===== src/rtl/board_reader.sv =====
// board_reader: snapshots the packed tic-tac-toe board on start, streams the
// nine cells (address + natural-order state) over valid/ready, and publishes a
// registered winner code when the last cell is accepted.
//
// Ports:
//   ph1      in   clock, rising edge
//   reset    in   asynchronous active-high reset
//   start    in   scan request, sampled only while idle
//   gBoard   in   [17:0] packed board, each cell stored bit-flipped
//   rdReady  in   consumer accepts current cell
//   rdValid  out  current cell valid
//   rdAddr   out  [3:0] cell index 0..8, 4'hF when not scanning
//   rdState  out  [1:0] cell state (00 empty, 11 player1, 10 player2)
//   busy     out  high while scanning or finishing
//   done     out  one-cycle pulse when the scan completes
//   winner   out  [1:0] 11 player1, 10 player2, 01 tie, 00 no result
module board_reader (
  input  logic        ph1,
  input  logic        reset,
  input  logic        start,
  input  logic [17:0] gBoard,
  input  logic        rdReady,
  output logic        rdValid,
  output logic [3:0]  rdAddr,
  output logic [1:0]  rdState,
  output logic        busy,
  output logic        done,
  output logic [1:0]  winner
);

  localparam int unsigned NCELL     = 9;
  localparam int unsigned BOARD_W   = 2 * NCELL;
  localparam logic [3:0]  LAST_CELL = 4'd8;
  localparam logic [3:0]  NO_ADDR   = 4'hF;

  localparam logic [1:0] WIN_P1  = 2'b11;
  localparam logic [1:0] WIN_P2  = 2'b10;
  localparam logic [1:0] WIN_TIE = 2'b01;
  localparam logic [1:0] WIN_NONE = 2'b00;

  typedef enum logic [1:0] {
    IDLE = 2'd0,
    SCAN = 2'd1,
    DONE = 2'd2
  } state_t;

  state_t               state;
  logic [3:0]           idx;
  logic [BOARD_W-1:0]   shadow;

  // Natural-order state of cell i: the packed board stores each pair flipped.
  function automatic logic [1:0] cell_at(input logic [BOARD_W-1:0] b,
                                         input logic [3:0]         i);
    logic [1:0] c;
    c = 2'b00;
    for (int k = 0; k < int'(NCELL); k++) begin
      if (i == 4'(k)) c = {b[2*k], b[2*k+1]};
    end
    return c;
  endfunction

  // True when any row, column or diagonal of the mask is fully set.
  function automatic logic has_line(input logic [8:0] m);
    return (m[0] & m[1] & m[2]) | (m[3] & m[4] & m[5]) | (m[6] & m[7] & m[8]) |
           (m[0] & m[3] & m[6]) | (m[1] & m[4] & m[7]) | (m[2] & m[5] & m[8]) |
           (m[0] & m[4] & m[8]) | (m[2] & m[4] & m[6]);
  endfunction

  // Result of the snapshot; invalid code 01 counts as empty everywhere.
  logic [8:0] p1_mask;
  logic [8:0] p2_mask;
  logic [1:0] win_c;

  always_comb begin
    p1_mask = '0;
    p2_mask = '0;
    for (int k = 0; k < int'(NCELL); k++) begin
      p1_mask[k] = shadow[2*k] &  shadow[2*k+1];
      p2_mask[k] = shadow[2*k] & ~shadow[2*k+1];
    end
    win_c = WIN_NONE;
    if (has_line(p1_mask))          win_c = WIN_P1;
    else if (has_line(p2_mask))     win_c = WIN_P2;
    else if (&(p1_mask | p2_mask))  win_c = WIN_TIE;
  end

  // Scan controller; every output is a register updated alongside the state.
  always_ff @(posedge ph1 or posedge reset) begin
    if (reset) begin
      state   <= IDLE;
      idx     <= 4'd0;
      shadow  <= '0;
      rdValid <= 1'b0;
      rdAddr  <= NO_ADDR;
      rdState <= 2'b00;
      busy    <= 1'b0;
      done    <= 1'b0;
      winner  <= WIN_NONE;
    end else begin
      case (state)
        IDLE: begin
          if (start) begin
            shadow  <= gBoard;
            idx     <= 4'd0;
            state   <= SCAN;
            rdValid <= 1'b1;
            rdAddr  <= 4'd0;
            rdState <= cell_at(gBoard, 4'd0);
            busy    <= 1'b1;
          end
        end
        SCAN: begin
          // rdValid is always high here, so rdReady alone marks a transfer.
          if (rdReady) begin
            if (idx == LAST_CELL) begin
              winner  <= win_c;
              state   <= DONE;
              rdValid <= 1'b0;
              rdAddr  <= NO_ADDR;
              rdState <= 2'b00;
              done    <= 1'b1;
            end else begin
              idx     <= idx + 4'd1;
              rdAddr  <= idx + 4'd1;
              rdState <= cell_at(shadow, idx + 4'd1);
            end
          end
        end
        DONE: begin
          done  <= 1'b0;
          busy  <= 1'b0;
          idx   <= 4'd0;
          state <= IDLE;
        end
        default: begin
          state   <= IDLE;
          rdValid <= 1'b0;
          rdAddr  <= NO_ADDR;
          rdState <= 2'b00;
          busy    <= 1'b0;
          done    <= 1'b0;
        end
      endcase
    end
  end

endmodule


===== config.mk =====
export PLATFORM = sky130hd
export DESIGN_NAME = board_reader
export DESIGN_NICKNAME = d
export VERILOG_FILES = /design/src/rtl/board_reader.sv
export SDC_FILE = /design/constraint.sdc
export NUM_CORES = 1
export LEC_CHECK = 0
export ABC_AREA = 1
export BUFFER_PORTS_ARGS = -buffer_cell sky130_fd_sc_hd__buf_2
export CORE_MARGIN = 2
export CORE_UTILIZATION = 60
export DETAILED_ROUTE_END_ITERATION = 8
export PLACE_DENSITY = 0.83
export REMOVE_ABC_BUFFERS = 1
export SKIP_LAST_GASP = 1
export SLEW_MARGIN = 5
export SYNTH_ARGS = -nofsm -noshare
export SYNTH_HDL_FRONTEND = slang
export SYNTH_SLANG_ARGS = --single-unit

===== constraint.sdc =====
create_clock -name ph1 -period 5 [get_ports ph1]
set_input_delay 1 -clock ph1 [delete_from_list [all_inputs] [get_ports ph1]]
set_output_delay 1 -clock ph1 [all_outputs]
set_load 0.03 [all_outputs]

==> flow_metrics.env <==
export IMPL_status="finished clean"
export IMPL_layout_common_cells="67 x nand2_1, 40 x inv_1, 32 x buf_2"
export IMPL_drv_slew=0
export IMPL_clockBufferDepth=2
export IMPL_grt_pass1_wl_um=7600
export IMPL_nFillCells=286
export IMPL_synth_top_cell_area_share_pct=38.2
export IMPL_placement_io_buffers=32
export IMPL_core_area_um2=3280
export IMPL_fin_nets=332
export IMPL_rows=21
export IMPL_max_stage_delay_ns=0.47
export IMPL_fin_skew_ns=0.00361
export IMPL_drc=0
export IMPL_synth_seq_cells=35
export IMPL_wl_um=4270
export IMPL_synthTopCellsByArea="dfrtp_1 38%, nand2_1 12%, inv_1 7.4%"
export IMPL_place_area_um2=2250
export IMPL_min_from="rdAddr[0]"
export IMPL_die_area_um2=3860
export IMPL_die_width_um=62.2
export IMPL_grt_overflow_total=0
export IMPL_synth_cells=267
export IMPL_dr_pass1_iters=5
export IMPL_worst_pin_slew_ns=0.617
export IMPL_seq_area_frac_synth_pct=43.4
export IMPL_r2r_start="idx[0]"
export IMPL_worst_path_max_fanout=6
export IMPL_numClockSinks=35
export IMPL_post_route_util_pct=70.7
export IMPL_clk_pin_slew_worst_paths_ns=0.11
export IMPL_cp_end_kind="flip-flop"
export IMPL_wl_per_cell_um=12.1
export IMPL_antenna_found_initial=0
export IMPL_grt_total_usage_pct=24.8
export IMPL_finalCritPeriodShare_pct=43.4
export IMPL_ir_worst_vdd_mv=0.312
export IMPL_post_cts_setup_buffers=0
export IMPL_yosysWarnings=0
export IMPL_crit_slowest_cell="dfrtp_1"
export IMPL_synth_async_sr_flop_share_pct=100
export IMPL_antennaDiodeCount=0
export IMPL_holdWs_ns=0.471
export IMPL_postCtsHoldBufs=0
export IMPL_num_vias=1895
export IMPL_layout_drive_gt1_share_pct=22.2
export IMPL_drtIter0Drc=98
export IMPL_grt_pass1_vias=1759
export IMPL_rsz0062_at_grt="no"
export IMPL_arrival_ns=2.44
export IMPL_slew_headroom_pct=58.3
export IMPL_clk_latency_ns=0.35
export IMPL_startpoint="idx[0]"
export IMPL_crit_type="reg -> reg"
export IMPL_leakage_nw=1.26
export IMPL_cts_root_buf="clkbuf_4"
export IMPL_p_per_area_nw_per_um2=675
export IMPL_finalCriticalPeriod_ns=2.17
export IMPL_crit_chain="inv_1, ha_1, nand2_1, nor2_1, or2_2, nor2_1, inv_1, nor2_1, inv_1, o22ai_1"
export IMPL_hold_path_class="reg -> reg"
export IMPL_synth_main_ff_cell="dfrtp_1"
export IMPL_final_area_um2=2320
export IMPL_fmax_mhz=461
export IMPL_synthesis_area_per_instance_um2=7.60
export IMPL_r2r_cells=10
export IMPL_final_setup_viol_count=0
export IMPL_cts_tree="done"
export IMPL_grt_max_degree=36
export IMPL_numCtsBuffers=5
export IMPL_initial_core_util_pct=61.8
export IMPL_cap_viol_max_count=0
export IMPL_ios=33
export IMPL_crit_required_ns=5.27
export IMPL_fp_dieH_um=62.2
export IMPL_power_total_mw=1.57
export IMPL_antenna_left=0
export IMPL_cts_resized=0
export IMPL_dp_hpwl_um=3220
export IMPL_final_common_cell="nand2_1"
export IMPL_final_hold_viol_count=0
export IMPL_hold_path_depth=2
export IMPL_htreeDepth=2
export IMPL_synth_top_cell_by_area="dfrtp_1"
export IMPL_synth_distinct_cells=32
export IMPL_synth_edff_count=0
export IMPL_synth_area_um2=2030
export IMPL_tns_ns=0
export IMPL_place_gp_congestion=0.905
export IMPL_crit_path_start_kind="flip-flop"
export IMPL_via_per_inst=5.38
export IMPL_area_growth_pct=14.4
-- stage by stage --
stage	instances	worst slack, ns
6_report	352	2.83
5_1_grt	352	2.63
4_1_cts	352	2.90
3_5_place_dp	344	2.92
3_3_place_gp	344	2.96
2_1_floorplan	264	2.94
-- worst paths after layout --
check                      slack (ns)         end
setup / recovery                 2.83      idx[2]
hold / removal                   0.47   rdAddr[0]
setup reg to reg                 2.83      idx[2]
hold reg to reg                  0.47   rdAddr[0]
max in group asynchronous        3.94   rdAddr[2]
min in group asynchronous        0.73  shadow[17]
-- critical path, delay by kind of cell (launching register included) --
family / cells / cell delay [ns]
compound gates: 1 / 0.12
fa+ha+maj: 1 / 0.30
buf+inv: 3 / 0.32
flops: 1 / 0.47
simple gates: 5 / 0.88
-- state kept, by name (all words and copies together), names as in the netlist --
name / flops
rdState: 2
winner: 2
done: 1
idx: 4
busy: 1
state: 2
rdAddr: 4
rdValid: 1
shadow: 18
-- cell type report --
type,instances,area (um2),share of cell area (%)
Clock buffer,7,65.1,2.80
Sequential cell,35,881,37.9
Clock inverter,1,7.51,0.323
Inverter,46,178,7.65
Timing Repair Buffer,34,175,7.54
Multi-Input combinational cell,183,958,41.3
Tap cell,46,57.6,2.48
-- Yosys cell counts, types with 2 or more instances --
cell type / n
inv_2: 4
o21ai_1: 3
a21oi_1: 13
nand4_1: 4
nor2_4: 2
clkbuf_1: 2
dfrtp_1: 31
dfstp_2: 4
nor2_1: 30
inv_1: 40
nand2_1: 67
nand3_1: 16
mux2_2: 8
ha_1: 5
o22ai_1: 4
o21ai_0: 17
inv_4: 2
-- cell families after synthesis --
kind of cell               after synthesis  share of synthesized area, %
muxes                                    8                          4.44
DFF                                     35                          43.4
buffers and inverters                   49                          9.37
adders and majority gates                5                          3.08
and+or+nand+nor                        127                          28.1
AOI/OAI and AO/OA                       43                          11.7
-- per-layer routing --
metal | global-route usage, % | vias to the layer above | wire [um]
li1 | - | 939 | -
met1 | 30.0 | 877 | 1800
met2 | 42.1 | 68 | 2130
met3 | 5.62 | 11 | 238
met4 | 11.7 | 0 | 99
met5 | 0 | - | 0
-- power breakdown --
| group | internal (mW) | switching, mW |
|---|---|---|
| logic | 0.296 | 0.560 |
| clock network | 0.0821 | 0.0979 |
| registers | 0.418 | 0.113 |
Power figures use the tool's default switching activity.
